`src/rtl/cpu_run_ctrl_pkg.sv`:
```
// Shared definitions for the run/halt sequencer:
// FSM state encoding, syscall service codes and a run-state helper.
package cpu_run_ctrl_pkg;

    // State encoding is visible on run_state (debug LEDs), so values are fixed.
    typedef enum logic [2:0] {
        S_IDLE  = 3'd0,
        S_RUN   = 3'd1,
        S_STEP  = 3'd2,
        S_PAUSE = 3'd3,
        S_HALT  = 3'd4
    } run_state_e;

    localparam logic [31:0] HALT_CODE_DEF  = 32'd10;
    localparam logic [31:0] PAUSE_CODE_DEF = 32'd50;

    // The pipeline is enabled only in the two executing states.
    function automatic logic is_exec(run_state_e s);
        return (s == S_RUN) || (s == S_STEP);
    endfunction

endpackage

```
`src/rtl/cpu_run_ctrl_debounce.sv`:
```
// Front-panel button conditioner: synchronizer, stability counter,
// debounced level and a single-cycle rising-edge pulse.
module btn_debounce #(
    parameter int unsigned DB_CYCLES = 500000,
    parameter int          DB_W      = 20
) (
    input  logic clk,
    input  logic rst,
    input  logic btn_in,
    output logic level,
    output logic rise_pulse
);

    localparam logic [DB_W-1:0] W_LAST = DB_W'(DB_CYCLES - 1);

    logic            r_s1;
    logic            r_s2;
    logic            r_s2_d;
    logic [DB_W-1:0] r_cnt;
    logic            r_level;
    logic            r_level_d;
    logic            r_armed;

    // Synchronize, count stable cycles, accept the level once it has settled.
    // r_s2_d resets opposite to r_s2 so the first post-reset cycle restarts
    // the count. r_armed stays low until a released level has been accepted,
    // so a button held through reset cannot fire.
    always_ff @(posedge clk) begin
        if (!rst) begin
            r_s1      <= 1'b0;
            r_s2      <= 1'b0;
            r_s2_d    <= 1'b1;
            r_cnt     <= '0;
            r_level   <= 1'b0;
            r_level_d <= 1'b0;
            r_armed   <= 1'b0;
        end else begin
            r_s1      <= btn_in;
            r_s2      <= r_s1;
            r_s2_d    <= r_s2;
            r_level_d <= r_level;
            if (r_s2 != r_s2_d) begin
                r_cnt <= '0;
            end else if (r_cnt == W_LAST) begin
                r_level <= r_s2;
                if (!r_s2) begin
                    r_armed <= 1'b1;
                end
            end else begin
                r_cnt <= r_cnt + 1'b1;
            end
        end
    end

    assign level      = r_level;
    assign rise_pulse = r_level & ~r_level_d & r_armed;

endmodule

```
`src/rtl/cpu_run_ctrl.sv`:
```
// Run/halt sequencer: drives the global pipeline enable from the GO
// button, the step/free-run switch and halt/pause syscalls.
module cpu_run_ctrl
    import cpu_run_ctrl_pkg::*;
#(
    parameter int unsigned DB_CYCLES  = 500000,
    parameter int          DB_W       = 20,
    parameter logic [31:0] HALT_CODE  = HALT_CODE_DEF,
    parameter logic [31:0] PAUSE_CODE = PAUSE_CODE_DEF
) (
    input  logic        clk,
    input  logic        rst,
    input  logic        syscall_t,
    input  logic [31:0] A,
    input  logic        go_btn,
    input  logic        step_mode,
    output logic        cpu_en,
    output logic        halted,
    output logic        paused,
    output logic [2:0]  run_state
);

    logic       w_go;
    logic       w_level;
    logic       w_halt_hit;
    logic       w_pause_hit;
    run_state_e w_next;
    run_state_e w_resume;

    run_state_e r_state;
    logic       r_cpu_en;
    logic       r_halted;
    logic       r_paused;

    btn_debounce #(
        .DB_CYCLES (DB_CYCLES),
        .DB_W      (DB_W)
    ) u_go_db (
        .clk        (clk),
        .rst        (rst),
        .btn_in     (go_btn),
        .level      (w_level),
        .rise_pulse (w_go)
    );

    // Gating by cpu_en keeps a stalled syscall from being seen twice.
    assign w_halt_hit  = r_cpu_en & syscall_t & (A == HALT_CODE);
    assign w_pause_hit = r_cpu_en & syscall_t & (A == PAUSE_CODE);
    assign w_resume    = step_mode ? S_STEP : S_RUN;

    // Next-state selection; halt beats pause beats GO.
    always_comb begin
        w_next = r_state;
        unique case (r_state)
            S_IDLE: begin
                if (w_go) w_next = w_resume;
            end
            S_RUN: begin
                if (w_halt_hit)       w_next = S_HALT;
                else if (w_pause_hit) w_next = S_PAUSE;
                else if (w_go)        w_next = S_PAUSE;
            end
            S_STEP: begin
                w_next = w_halt_hit ? S_HALT : S_PAUSE;
            end
            S_PAUSE: begin
                if (w_go) w_next = w_resume;
            end
            S_HALT: begin
                w_next = S_HALT;
            end
            default: begin
                w_next = S_IDLE;
            end
        endcase
    end

    // State register with outputs decoded from the next state.
    always_ff @(posedge clk) begin
        if (!rst) begin
            r_state  <= S_IDLE;
            r_cpu_en <= 1'b0;
            r_halted <= 1'b0;
            r_paused <= 1'b0;
        end else begin
            r_state  <= w_next;
            r_cpu_en <= is_exec(w_next);
            r_halted <= (w_next == S_HALT);
            r_paused <= (w_next == S_PAUSE);
        end
    end

    assign cpu_en    = r_cpu_en;
    assign halted    = r_halted;
    assign paused    = r_paused;
    assign run_state = r_state;

endmodule

```
`config.mk`:
```
export PLATFORM = sky130hd
export DESIGN_NAME = cpu_run_ctrl
export DESIGN_NICKNAME = d
export VERILOG_FILES = /design/src/rtl/cpu_run_ctrl_pkg.sv /design/src/rtl/cpu_run_ctrl_debounce.sv /design/src/rtl/cpu_run_ctrl.sv
export SDC_FILE = /design/constraint.sdc
export NUM_CORES = 1
export LEC_CHECK = 0
export CORE_MARGIN = 2
export CORE_UTILIZATION = 43
export DETAILED_ROUTE_END_ITERATION = 16
export PLACE_DENSITY = 0.86
export SYNTH_ARGS = -nofsm -noshare
export SYNTH_HDL_FRONTEND = slang
export SYNTH_SLANG_ARGS = --single-unit
```
`constraint.sdc`:
```
create_clock -name clk -period 1.58 [get_ports clk]
set_input_delay 0.316 -clock clk [delete_from_list [all_inputs] [get_ports clk]]
set_output_delay 0.316 -clock clk [all_outputs]
set_load 0.05 [all_outputs]
```
### After elaboration in Yosys (flattened, before gate mapping)

Index checks and enable logic that the tools add are counted.

| word-level totals | value |
|---|---|
| register bits | 32 |
| output and inout port bits | 6 |
| bits of input ports | 37 |

| cells by class | value |
|---|---|
| reduce and logical (&&, ||, !) cells | 6 |
| bitwise operators | 9 |
| add/subtract/negate cells | 1 |
| eq/ne operators | 12 |
| mux-type cells | 7 |

Operator list:

| kind | number |
|---|---|
| $eq 32x4->1 const B | 1 |
| $eq 32x6->1 const B | 1 |
| $add 20x1->20 const B | 1 |
| $eq 20x19->1 const B | 1 |
| $mux 3 | 5 |
| $eq 3x2->1 const B | 4 |
| $pmux 3 s4 | 1 |
| $eq 3x1->1 const B | 2 |
| $eq 3x3->1 const B | 2 |
| $and 1x1->1 | 5 |
| $not 1->1 | 4 |
| $reduce_or 2->1 | 2 |
| $logic_not 3->1 | 1 |
| $reduce_and 3->1 | 1 |
| $mux 2 | 1 |
| $reduce_and 2->1 | 1 |
| $logic_or 1x1->1 | 1 |
| $ne 1x1->1 | 1 |

### Logic depth before layout (Yosys ltp)

Gate-level depths: netlist of run 1.

| depth | value |
|---|---|
| depth after elaboration | 9 |
| gate-level depth with buffers | 7 |
| mapped depth without buffers | 6 |

### Cells and area by module

A second synthesis of run 1 with hierarchy kept.

| unflattened totals | value |
|---|---|
| cells, all modules | 187 |
| area total of the unflattened synthesis | 1615.3 um^2 |

Modules (own cells, without submodules):

| module | area each (um^2) | cells each | instances |
|---|---|---|---|
| btn_debounce | 1163.6 | 132 | 1 |
| cpu_run_ctrl | 451.7 | 55 | 1 |

### Worst setup path after synthesis of run 1

OpenSTA, ideal clock, no wires.

| timing path | value |
|---|---|
| path type | register to register |
| start | register r_cpu_en (netlist: cpu_en) |
| end | register r_paused (netlist: paused) |
| arrival | 1.712 ns |
| path buffers | 0 |
| data required time | 1.460 ns |
| clock period less this slack | 1.831 ns |
| slack | -0.251 ns |
| library setup time | 0.120 ns |
| stages on the path, launching flop included | 6 |
| cells stage by stage | dfxtp_1 -> nor4bb_1 -> nand4_1 -> nor3_2 -> nor4_1 -> o31a_1 |

| between the ends | value |
|---|---|
| longest elaborated chain between the ends | 6 |

RTL lines:

| element | line | text |
|---|---|---|
| from (decl) | cpu_run_ctrl.sv:31 | `logic r_cpu_en;` |
| from (signal assigned) | cpu_run_ctrl.sv:87 | `r_cpu_en <= is_exec(w_next);` |
| $and 1x1->1 (*) | cpu_run_ctrl.sv:47, cpu_run_ctrl.sv:48 |  |
| $and 1x1->1 | cpu_run_ctrl.sv:48 | `assign w_pause_hit = r_cpu_en & syscall_t & (A == PAUSE_CODE);` |
| $mux 3 | cpu_run_ctrl.sv:60 | `else if (w_pause_hit) w_next = S_PAUSE;` |
| $mux 3 | cpu_run_ctrl.sv:59 | `if (w_halt_hit) w_next = S_HALT;` |
| $pmux 3 s4 (*) | cpu_run_ctrl.sv:54 | `unique case (r_state)` |
| $eq 3x2->1 (*) | cpu_run_ctrl.sv:89 | `r_paused <= (w_next == S_PAUSE);` |
| to (signal assigned) | cpu_run_ctrl.sv:89 |  |
| to (decl) | cpu_run_ctrl.sv:33 | `logic r_paused;` |

Every way passes the cells marked *; elsewhere a longest branch is shown, timed or not.
A chain may end at the register's enable or synchronous reset.

### Final worst setup path of run 1

| timing path | value |
|---|---|
| start | register u_go_db.r_cnt[18] |
| end | register u_go_db.r_level (netlist: u_go_db.level) |

| between the ends | value |
|---|---|
| longest elaborated chain between the ends | 2 |

RTL lines:

| element | line | text |
|---|---|---|
| from (decl) | cpu_run_ctrl_debounce.sv:19 | `logic [DB_W-1:0] r_cnt;` |
| from (signal assigned) | cpu_run_ctrl_debounce.sv:50 | `r_cnt <= r_cnt + 1'b1;` |
| $eq 20x19->1 | cpu_run_ctrl_debounce.sv:44 | `end else if (r_cnt == W_LAST) begin` |
| $reduce_and 2->1 (no source line) | - |  |
| to (signal assigned) | cpu_run_ctrl_debounce.sv:45 | `r_level <= r_s2;` |
| to (decl) | cpu_run_ctrl_debounce.sv:20 | `logic r_level;` |

Every way passes these cells.

==> impl_summary.txt, run 1 <==
----------------------------------------------------
[Run status]
  Outcome ... complete, but fails checks
  Violated checks ... setup timing

[Global routing]
  Overall Global Routing Usage ... 0.217
  Global-route wire length before repair ... 6970 um
  Antenna violations before repair ... 0
  Sum of overflow across all layers after global routing ... 0
  Number of global-route vias before repair ... 1725
  Maximum number of pins on one net before global-route repair ... 21

[Power]
  Cell Pwr Density ... 557 nW/um^2
  Total chip power ... 1440 uW
  Peak VDD IR ... 580 uV
  Reported leakage power ... 0.00102 uW

[Clock network]
  Inserted Clock Buffers ... 5
  Clock latency on the worst-skew pair ... 340 ps
  Depth of the CTS H-tree ... 2
  TritonCTS clock tree ... built
  Num Clock Sinks ... 32
  Clock slew seen by the registers of the worst setup and hold paths ... 100 ps
  Clock buffer depth ... 2
  Clk Tree Root Cell ... clkbuf_4

[Floorplanning]
  Number of ports placed on the die boundary ... 43
  Effective utilization at floorplan ... 0.457
  Die height ... 64.2 um
  Number of placement rows ... 21
  Die W ... 64.2 um
  Die Area ... 4130 um^2
  Area inside the core boundary ... 3420 um^2

[Synth]
  Area share of and/or/nand/nor cells after synthesis ... 0.331
  Post-synth top area share ... 0.411
  Number of distinct library cells after synthesis ... 39
  Most used flip-flop cell after synthesis ... dfxtp_1
  Count of yosys warnings during synthesis ... 0
  Syn_area_per_cell ... 8.62 um^2
  Synth Register Bits ... 32
  Synth Area in Compound Gates ... 0.116
  Mapped Nets ... 220
  Biggest area contributors in the synthesized netlist ... dfxtp_1 (41%), xnor2_1 (6.2%), nor2_1 (5.3%)
  Proportion of synthesized chip area in sequential cells ... 0.411
  Arithmetic-cell share of the synthesized area counting full adders, half adders and majority gates ... 0.0160
  Post-Synthesis Cells ... 181
  Mapped cell area ... 1560 um^2
  Xor/xnor share of the synthesized area ... 0.0954
  Cell type with the largest total area after synthesis ... dfxtp_1
  Number of enable-type register cells in the synthesized netlist ... 0
  FFs w/ async S/R, synth ... 0
  Main combinational cell family by area after synthesis ... simple AND/OR/NAND/NOR gates
  Mux cell area share after synthesis ... 0.00642

[Cells and area]
  Area growth from synthesis to layout ... 66.2%
  Number of diodes ... 0
  Fraction of layout cells with a size suffix above 1 ... 0.364
  Combined flip-flop and latch cell area ... 659 um^2
  Post-Layout Cell Count ... 310
  Multi-input gate area in the final layout ... 1070 um^2
  # nets final ... 302
  Number of fill cells ... 229

[Place]
  Worst slack at placement ... -538 ps
  Final HPWL DP ... 3030 um
  Number of instances in the placed design ... 293
  Quantity of I/O buffers inserted on ports ... 42
  Routability Congestion ... 0.816

[Drt]
  Detailed-route vias per instance ... 5.38
  First-pass detailed-route iteration total ... 4
  Avg WL per Cell ... 14.4 um
  Via Count ... 1669
  Initial detailed-routing violation count ... 23
  DRC violation count after routing ... 0
  Number of nets with antenna violations after routing ... 0
  Sum of routed wire length over all layers ... 4460 um

[Setup path]
  Required time of the critical path ... 1820 ps
  Kind of capture point of the worst setup path ... register
  Signal arrival time at the worst endpoint ... 1940 ps
  Highest fanout seen on the critical path ... 6
  Setup CP Type ... register to register
  Startpoint type of the worst setup path ... register

[Run]
  Max-capacitance violation count ... 0

[STA]
  Tmin final ... 1710 ps
  Worst slew pin tran ... 497 ps
  Worst clock skew ... 9.31 ps
  Final-report max-slew violation count ... 0
  Setup repair after global routing missed its margin ... yes
  Final Hold Vio Count ... 0
  Top achievable clock speed ... 586 MHz
  Setup TNS ... -672 ps
  Final worst-path cycle share ... 1.08
  Final Worst Setup Slack ... -126 ps
  Finish-stage setup viols ... 11
  Worst slew margin ... 0.668

[Worst hold path]
  Classification of the worst-slack hold path ... register to register

----------------------------------------------------
==> repair_timing <==
| item | 4_1_cts | 5_1_grt |
|---|---|---|
| pin swaps | 16 | 22 |
| setup endpoints to repair | 16 | 17 |
| gates resized for setup | 36 | 29 |
| hold buffers | 0 | 0 |
| endpoints found under the hold margin | 0 | 0 |
| buffers inserted | 2 | 7 |
==> synth_stat cells, types with 2 or more instances <==
cell type / instances
nor4b_1: 3
nand2_1: 8
xnor2_1: 11
nor3_2: 3
nor3_1: 10
and3_2: 2
o21ai_0: 7
clkbuf_1: 5
nand2b_1: 3
or3_1: 4
nand3b_1: 2
o21bai_1: 2
inv_1: 5
nor2b_1: 2
nand4_1: 6
a211o_1: 2
nor4_1: 7
dfxtp_1: 32
o211a_1: 2
o31a_1: 3
xor2_1: 6
a21oi_1: 9
nand3_1: 7
and2_1: 3
nor2_1: 22
ha_1: 2
==> through the flow <==
step	util	instance area (um^2)	hold WS [ps]
2_1_floorplan	-	1600	412
3_3_place_gp	0.672	2300	429
3_5_place_dp	0.672	2300	428
4_1_cts	0.709	2420	453
5_1_grt	0.759	2590	479
6_report	0.759	2590	449
==> layout by cell type (no fill, tap or decap), drive strengths merged, types with 7 or more instances in the layout <==
cell type / count
buf: 44
dfxtp: 32
nor2: 22
dlygate4sd2: 18
clkdlybuf4s50: 13
nor3: 13
xnor2: 11
a21oi: 9
nand2: 8
nand3: 8
clkbuf: 8
nor4: 7
o21ai: 7
==> routing by layer <==
layer  up-vias  GRT usage  share of wire
li1        816          -              -
met1       803      0.225           0.39
met2        41      0.393           0.53
met3         9     0.0599          0.055
met4         0      0.120          0.022
met5         -          0              0
==> worst max-delay path, cell delays in order, from the launching register on <==
cell and delay [ps]:
dfxtp_1 370, nand4_1 160, or4_4 610, nor3_2 170
mux2i_1 230, nor2b_1 60
==> kinds of logic (layout without fill, tap and decap cells) <==
kind of cell | after synthesis | in the layout
mux | 1 | 1
flops | 32 | 32
simple gates | 91 | 91
fa+ha+maj | 2 | 2
xor+xnor | 17 | 17
buf+inv | 10 | 93
compound gates | 28 | 28
==> final cells by class <==
type	instances	area share
Clock buffer	8	0.0227
Tap cell	46	0.0222
Multi-Input combinational cell	139	0.412
Inverter	5	0.00724
Sequential cell	32	0.254
Timing Repair Buffer	80	0.281
==> path summary, 6_finish.rpt <==
path,from,slack [ps],endpoint,cells after the start
setup / recovery,u_go_db.r_cnt[18],-130,u_go_db.level,5
hold reg to reg,u_go_db.r_s1,450,u_go_db.r_s2,1
setup reg to reg,u_go_db.r_cnt[18],-130,u_go_db.level,5
hold / removal,u_go_db.r_s1,450,u_go_db.r_s2,1
==> report_power, final <==
group          leakage (uW)  switching, uW  internal, uW  total, uW
Sequential         0.000265           6.17           810        817
Combinational      0.000727           52.5          84.6        137
Clock             0.0000326            271           219        490
Total               0.00102            330          1110       1440
==> registers in the layout, indices dropped and copies added, names as in the netlist <==
register           count
paused                 1
u_go_db.r_s2_d         1
u_go_db.r_level_d      1
halted                 1
u_go_db.r_cnt         20
run_state              3
cpu_en                 1
u_go_db.r_armed        1
u_go_db.r_s2           1
u_go_db.level          1
u_go_db.r_s1           1
No activity file was read; power rests on OpenSTA's default activity.
==> run 2, diff against run 1 <==
CAP_MARGIN = 20   (was default)
==> results of run 2 <==
The final DEF is identical to that of run 1; final timing and power are the same.
